[config.mk]
export PLATFORM = sky130hd
export DESIGN_NAME = rf_bank_sched_flat
export DESIGN_NICKNAME = d
export VERILOG_FILES = /design/src/rtl/rf_bank_sched_if.sv /design/src/rtl/rf_bank_sched.sv /design/src/flat_wrapper.sv
export SDC_FILE = /design/constraint.sdc
export NUM_CORES = 1
export LEC_CHECK = 0
export ABC_AREA = 1
export CAP_MARGIN = 20
export CORE_AREA = 3 3 223 225
export DETAILED_ROUTE_END_ITERATION = 10
export DIE_AREA = 0 0 226 228
export GPL_ROUTABILITY_DRIVEN = 1
export PLACE_DENSITY = 0.67
export SYNTH_ARGS = -nofsm -noshare
export SYNTH_HDL_FRONTEND = slang
export SYNTH_SLANG_ARGS = --single-unit
[constraint.sdc]
create_clock -name clk -period 2.1 [get_ports clk]
set_input_delay 0.21 -clock clk [delete_from_list [all_inputs] [get_ports clk]]
set_output_delay 0.21 -clock clk [all_outputs]
set_load 0.02 [all_outputs]
[src/rtl/rf_bank_sched_if.sv]
// Request, write-back and RF bank-port bundle for the 4-bank register file scheduler.
// master: request/CDB side driving req_* and wr_*; slave: the scheduler.
// Signals: req_valid/bank/row/ocid, req_ready, wr_valid/bank/row/data, wr_ready,
//   bank_rd, bank_wr, bank_addr, bank_ocid, bank_wdata, q_empty.
interface rf_bank_sched_if #(
  parameter int ROW_W  = 3,
  parameter int OCID_W = 4,
  parameter int DATA_W = 256
);
  logic                  req_valid;
  logic [1:0]            req_bank;
  logic [ROW_W-1:0]      req_row;
  logic [OCID_W-1:0]     req_ocid;
  logic                  req_ready;
  logic                  wr_valid;
  logic [1:0]            wr_bank;
  logic [ROW_W-1:0]      wr_row;
  logic [DATA_W-1:0]     wr_data;
  logic                  wr_ready;
  logic [3:0]            bank_rd;
  logic [3:0]            bank_wr;
  logic [4*ROW_W-1:0]    bank_addr;
  logic [4*OCID_W-1:0]   bank_ocid;
  logic [DATA_W-1:0]     bank_wdata;
  logic [3:0]            q_empty;

  modport master (
    output req_valid, req_bank, req_row, req_ocid,
    output wr_valid, wr_bank, wr_row, wr_data,
    input  req_ready, wr_ready,
    input  bank_rd, bank_wr, bank_addr, bank_ocid, bank_wdata, q_empty
  );

  modport slave (
    input  req_valid, req_bank, req_row, req_ocid,
    input  wr_valid, wr_bank, wr_row, wr_data,
    output req_ready, wr_ready,
    output bank_rd, bank_wr, bank_addr, bank_ocid, bank_wdata, q_empty
  );
endinterface

[src/rtl/rf_bank_sched.sv]
// Per-bank RF scheduler: queues reads per bank, merges CDB writes, one access per bank per cycle.
// Latency: write taken in T strobes in T+1; uncontested read enqueued in T strobes in T+2.
// Backpressure: req_ready drops when the target bank FIFO is full; wr_ready drops only when a
//   starved read is forced onto the written bank.
// Ports: clk, rst (async active-low), io (rf_bank_sched_if.slave).

// Small generic FIFO; caller guarantees no push when full and no pop when empty.
module rf_bank_sched_fifo #(
  parameter int W     = 8,
  parameter int DEPTH = 4
) (
  input  logic                   clk,
  input  logic                   rst,
  input  logic                   push_vld,
  input  logic [W-1:0]           push_dat,
  input  logic                   pop_vld,
  output logic [W-1:0]           head_dat,
  output logic [$clog2(DEPTH):0] count
);
  localparam int PTR_W = $clog2(DEPTH);

  logic [W-1:0]     mem [DEPTH];
  logic [PTR_W-1:0] wptr;
  logic [PTR_W-1:0] rptr;

  // Pointers wrap naturally since DEPTH is a power of two.
  always_ff @(posedge clk or negedge rst) begin
    if (!rst) begin
      wptr  <= '0;
      rptr  <= '0;
      count <= '0;
    end else begin
      if (push_vld) wptr <= wptr + 1'b1;
      if (pop_vld)  rptr <= rptr + 1'b1;
      case ({push_vld, pop_vld})
        2'b10:   count <= count + 1'b1;
        2'b01:   count <= count - 1'b1;
        default: count <= count;
      endcase
    end
  end

  always_ff @(posedge clk) begin
    if (push_vld) mem[wptr] <= push_dat;
  end

  assign head_dat = mem[rptr];
endmodule

module rf_bank_sched #(
  parameter int DEPTH      = 4,
  parameter int STARVE_LIM = 3,
  parameter int ROW_W      = 3,
  parameter int OCID_W     = 4,
  parameter int DATA_W     = 256
) (
  input logic            clk,
  input logic            rst,
  rf_bank_sched_if.slave io
);
  localparam int CNT_W = $clog2(DEPTH) + 1;
  localparam int ST_W  = $clog2(STARVE_LIM + 1);
  localparam int ENT_W = ROW_W + OCID_W;

  typedef enum logic [1:0] {
    G_IDLE,
    G_WR,
    G_RD
  } grant_e;

  logic [CNT_W-1:0]  cnt       [4];
  logic [ENT_W-1:0]  head      [4];
  logic [ST_W-1:0]   starve    [4];
  logic [ST_W-1:0]   starve_nxt[4];
  grant_e            grant     [4];
  logic [3:0]        empty;
  logic [3:0]        force_rd;
  logic [3:0]        push;
  logic [3:0]        grant_w;
  logic [3:0]        grant_r;
  logic              req_ready;

  logic [3:0]          bank_rd_q;
  logic [3:0]          bank_wr_q;
  logic [4*ROW_W-1:0]  bank_addr_q;
  logic [4*OCID_W-1:0] bank_ocid_q;
  logic [DATA_W-1:0]   bank_wdata_q;

  // Full check looks at the registered count only, so a same-cycle pop never frees a slot.
  assign req_ready = (cnt[io.req_bank] != CNT_W'(DEPTH));

  for (genvar b = 0; b < 4; b++) begin : g_bank
    assign empty[b]    = (cnt[b] == '0);
    // A bank whose waiting read has lost STARVE_LIM times in a row refuses the write.
    assign force_rd[b] = (starve[b] == ST_W'(STARVE_LIM)) && !empty[b];
    assign push[b]     = io.req_valid && req_ready && (io.req_bank == 2'(b));
    assign grant_w[b]  = (grant[b] == G_WR);
    assign grant_r[b]  = (grant[b] == G_RD);

    rf_bank_sched_fifo #(.W(ENT_W), .DEPTH(DEPTH)) u_fifo (
      .clk      (clk),
      .rst      (rst),
      .push_vld (push[b]),
      .push_dat ({io.req_row, io.req_ocid}),
      .pop_vld  (grant_r[b]),
      .head_dat (head[b]),
      .count    (cnt[b])
    );
  end

  always_comb begin
    for (int b = 0; b < 4; b++) begin
      grant[b]      = G_IDLE;
      starve_nxt[b] = '0;
      if (io.wr_valid && (io.wr_bank == 2'(b)) && !force_rd[b]) begin
        grant[b] = G_WR;
        if (!empty[b]) begin
          starve_nxt[b] = (starve[b] == ST_W'(STARVE_LIM)) ? starve[b] : starve[b] + 1'b1;
        end
      end else if (!empty[b]) begin
        grant[b] = G_RD;
      end
    end
  end

  always_ff @(posedge clk or negedge rst) begin
    if (!rst) begin
      for (int b = 0; b < 4; b++) starve[b] <= '0;
      bank_rd_q    <= '0;
      bank_wr_q    <= '0;
      bank_addr_q  <= '0;
      bank_ocid_q  <= '0;
      bank_wdata_q <= '0;
    end else begin
      bank_rd_q <= grant_r;
      bank_wr_q <= grant_w;
      for (int b = 0; b < 4; b++) begin
        starve[b] <= starve_nxt[b];
        // Address/ocid of an unstrobed bank keep their last value.
        if (grant_w[b]) begin
          bank_addr_q[b*ROW_W +: ROW_W] <= io.wr_row;
        end else if (grant_r[b]) begin
          bank_addr_q[b*ROW_W +: ROW_W]   <= head[b][ENT_W-1 -: ROW_W];
          bank_ocid_q[b*OCID_W +: OCID_W] <= head[b][OCID_W-1:0];
        end
      end
      // Only one write port exists, so at most one grant_w bit is set.
      if (|grant_w) bank_wdata_q <= io.wr_data;
    end
  end

  assign io.req_ready  = req_ready;
  assign io.wr_ready   = !force_rd[io.wr_bank];
  assign io.bank_rd    = bank_rd_q;
  assign io.bank_wr    = bank_wr_q;
  assign io.bank_addr  = bank_addr_q;
  assign io.bank_ocid  = bank_ocid_q;
  assign io.bank_wdata = bank_wdata_q;
  assign io.q_empty    = empty;
endmodule

[src/flat_wrapper.sv]
// flat-port wrapper written by rule: the top's interface ports become plain ports
module rf_bank_sched_flat 
#(
  parameter int DEPTH      = 4,
  parameter int STARVE_LIM = 3,
  parameter int ROW_W      = 3,
  parameter int OCID_W     = 4,
  parameter int DATA_W     = 256
)
  (clk, rst, io_req_valid, io_req_bank, io_req_row, io_req_ocid, io_wr_valid, io_wr_bank, io_wr_row, io_wr_data, io_req_ready, io_wr_ready, io_bank_rd, io_bank_wr, io_bank_addr, io_bank_ocid, io_bank_wdata, io_q_empty);
  rf_bank_sched_if #(.ROW_W(ROW_W), .OCID_W(OCID_W), .DATA_W(DATA_W)) io_i ();
  input logic clk;
  input logic rst;
  input wire logic [$bits(io_i.req_valid)-1:0] io_req_valid;
  input wire logic [$bits(io_i.req_bank)-1:0] io_req_bank;
  input wire logic [$bits(io_i.req_row)-1:0] io_req_row;
  input wire logic [$bits(io_i.req_ocid)-1:0] io_req_ocid;
  input wire logic [$bits(io_i.wr_valid)-1:0] io_wr_valid;
  input wire logic [$bits(io_i.wr_bank)-1:0] io_wr_bank;
  input wire logic [$bits(io_i.wr_row)-1:0] io_wr_row;
  input wire logic [$bits(io_i.wr_data)-1:0] io_wr_data;
  output wire logic [$bits(io_i.req_ready)-1:0] io_req_ready;
  output wire logic [$bits(io_i.wr_ready)-1:0] io_wr_ready;
  output wire logic [$bits(io_i.bank_rd)-1:0] io_bank_rd;
  output wire logic [$bits(io_i.bank_wr)-1:0] io_bank_wr;
  output wire logic [$bits(io_i.bank_addr)-1:0] io_bank_addr;
  output wire logic [$bits(io_i.bank_ocid)-1:0] io_bank_ocid;
  output wire logic [$bits(io_i.bank_wdata)-1:0] io_bank_wdata;
  output wire logic [$bits(io_i.q_empty)-1:0] io_q_empty;
  assign io_i.req_valid = io_req_valid;
  assign io_i.req_bank = io_req_bank;
  assign io_i.req_row = io_req_row;
  assign io_i.req_ocid = io_req_ocid;
  assign io_i.wr_valid = io_wr_valid;
  assign io_i.wr_bank = io_wr_bank;
  assign io_i.wr_row = io_wr_row;
  assign io_i.wr_data = io_wr_data;
  assign io_req_ready = io_i.req_ready;
  assign io_wr_ready = io_i.wr_ready;
  assign io_bank_rd = io_i.bank_rd;
  assign io_bank_wr = io_i.bank_wr;
  assign io_bank_addr = io_i.bank_addr;
  assign io_bank_ocid = io_i.bank_ocid;
  assign io_bank_wdata = io_i.bank_wdata;
  assign io_q_empty = io_i.q_empty;
  rf_bank_sched #(.DEPTH(DEPTH), .STARVE_LIM(STARVE_LIM), .ROW_W(ROW_W), .OCID_W(OCID_W), .DATA_W(DATA_W)) u_core (.clk(clk), .rst(rst), .io(io_i));
endmodule
==> reports/metrics.csv <==
metric,value,unit
cp_max_fo,4,
vias_per_cell,4.92,
path_depth,7,
path_cells,inv_2 -> buf_4 -> nand3_4 -> nand2_2 -> nand3_1 -> nand4_1 -> buf_6,
die_width,226,um
rsz0062_at_grt,true,
maxCapViolCount,0,
grt_pass1_vias,15600,
post-route-period-util,98.6,%
cts_buffer_depth,3,
num_rows,80,
fin_skew,16.6,ps
cp_slowest_cell,dfrtp_1,
worst_ir_drop_vdd,929,uV
first_pass_iters,6,
fin_crit,2070,ps
die_area,0.0515,mm2
fin_nets,2739,
io_pins,572,
instances_no_fill,3109,
ys_seq_area_share,64.9,%
dr_total_vias,15300,
die_h,228,um
ys_seq_elements,440,
syn_inst,1772,
area_growth,51.3,%
final_common_cell,nand2_1,
hpwl,47.5,mm
power.leakage,12.1,nW
drtIter0Drc,1223,
avgRoutedWirePerCell,20.5,um
outcome,completed,
crit_buf_inv,3,
grt_util_all_layers,23.9,%
initial_utilization,37.3,%
reg2regPathDepth,14,
criticalPathCategory,register to primary output,
grt_start_max_net_pins,70,
slew_headroom,48.6,%
ant_nets,0,
grt_pass1_wl,94.5,mm
final_cell_area,0.0270,mm2
core,0.0477,mm2
routed_wl,63.6,mm
synthDistinctLibCells,29,
insertion_delay,570,ps
htree_levels,2,
finalPower,30.4,mW
clk_pin_slew_worst_paths,60,ps
yosys_warnings,0,
cts_root_buf,clkbuf_16,
cp_top_family,simple AND/OR/NAND/NOR gates,
hold_viol_final,0,
powerDensity,1130,mW/mm2
dp_cells,2991,
cts_buffers,47,
cts_num_sinks,440,
cp-end-kind,primary output,
finalSetupViolCount,0,
place_congestion,0.884,
crit_arrival,1860,ps
fin_setup_tns,0,ps
avgSynthCellArea,10.1,um2
finalMaxSlewViolations,0,
cts_tree,yes,
drc,0,
hold_ws,173,ps
drive_above_1_share,10.8,%
io_buffers,571,
crit_required,1890,ps
start_kind,register,
gr-total-overflow,0,
final_cell_mix,"619 x nand2_1, 564 x clkdlybuf4s50_1, 328 x dfrtp_1",
syn-num-nets,2074,
antenna_found_initial,24,
hold_path.class,input port to async pin,
fill_cells,4159,
dpl-instance-area,0.0250,mm2
syn_area,0.0178,mm2
fmaxAchievable,483,MHz
worst_slew_pin_slew,769,ps
max_stage_delay,360,ps
flip-flops by register name (all words and copies together), names as in the netlist:
name	flops
u_core.io.bank_wdata	256
u_core.g_bank.u_fifo.mem	112
u_core.io.bank_ocid	16
u_core.g_bank.u_fifo.count	12
u_core.io.bank_addr	12
u_core.g_bank.u_fifo.rptr	8
u_core.g_bank.u_fifo.wptr	8
u_core.starve	8
u_core.io.bank_rd	4
u_core.io.bank_wr	4
power breakdown:
part | internal, mW | switching [mW]
clock | 5.43 | 3.40
combinational | 4.57 | 5.73
sequential | 10.3 | 0.987
cell usage after synthesis:
library cell  instances  area (um2)
nand2_1             628        2360
dfrtp_1             328        8210
o21ai_0             315        1580
edfxtp_1            112        3360
nor2_1               80         300
inv_1                59         221
nand3_1              39         195
buf_6                28         315
buf_2                27         135
clkbuf_1             26        97.6
o22ai_1              25         156
ha_1                 24         300
clkbuf_2             10        50.1
nand4_1               9        56.3
xor2_1                9        78.8
nor3_1                7        35.0
o21ai_1               7        35.0
nand2_2               6        37.5
a21oi_1               4        20.0
buf_4                 4        30.0
clkinv_1              4        15.0
fa_1                  4        80.1
inv_2                 4        15.0
mux2i_1               4        40.0
xnor2_1               4        35.0
nand3_2               2        20.0
nand2_4               1        11.3
nor2_8                1        20.0
nor3_2                1        10.0
routing by layer:
metal  up-vias  GRT usage (%)  part of all wire [%]
met5         -              0                     0
met4         0           12.9                   4.5
met3       124           5.17                   6.8
met2       542           41.0                    51
met1      7468           27.9                    38
li1       7166              -                     -
path summary, 6_finish.rpt:
kind                       slack [ps]                        startpoint                                to
max                                30  u_core.g_bank[1].u_fifo.count[0]                       io_wr_ready
min                               170                               rst  u_core.g_bank[0].u_fifo.count[0]
max reg2reg                        40  u_core.g_bank[3].u_fifo.count[0]  u_core.g_bank[0].u_fifo.count[2]
min reg2reg                       440                  u_core.starve[4]                  u_core.starve[4]
max in group asynchronous        1180                               rst          u_core.io.bank_wdata[56]
min in group clk                  180                   io_wr_data[251]         u_core.io.bank_wdata[251]
layout make-up:
class                   instances  area, um2  share of cell area [%]
inverters                      67        256                   0.952
well taps                     615        769                    2.85
repair buffers                711       7100                    26.4
clock inverters                20        337                    1.25
clock buffers                  63       1300                    4.81
diodes                         23       57.6                   0.214
flip-flops and latches        440      11600                    42.9
multi-input cells            1170       5560                    20.6
per-stage QoR:
stage	setup slack (ps)	util, %
after floorplan	-11.0	-
after global placement	-297	52.4
after detailed placement	-360	52.4
after CTS	-105	56.0
after global routing	-64.2	56.5
final	30.4	56.5
logic make-up after synthesis:
| group | count (synthesis) | synth area share (%) |
|---|---|---|
| compound gates | 351 | 10.0 |
| mux | 4 | 0.225 |
| buf+inv | 162 | 4.94 |
| simple gates | 774 | 17.1 |
| flops | 440 | 64.9 |
| fa+ha+maj | 28 | 2.14 |
| xor+xnor | 13 | 0.639 |
timing repair:
action | in CTS | in global routing
setup buffers | 2 | 10
gates resized for setup | 29 | 34
endpoints found under the hold margin | 45 | 0
setup endpoints to repair | 83 | 141
hold buffers | 1 | 0
cloned | 0 | 0
pin swaps | 4 | 14
Note: power is estimated with default switching activity, not from simulation.
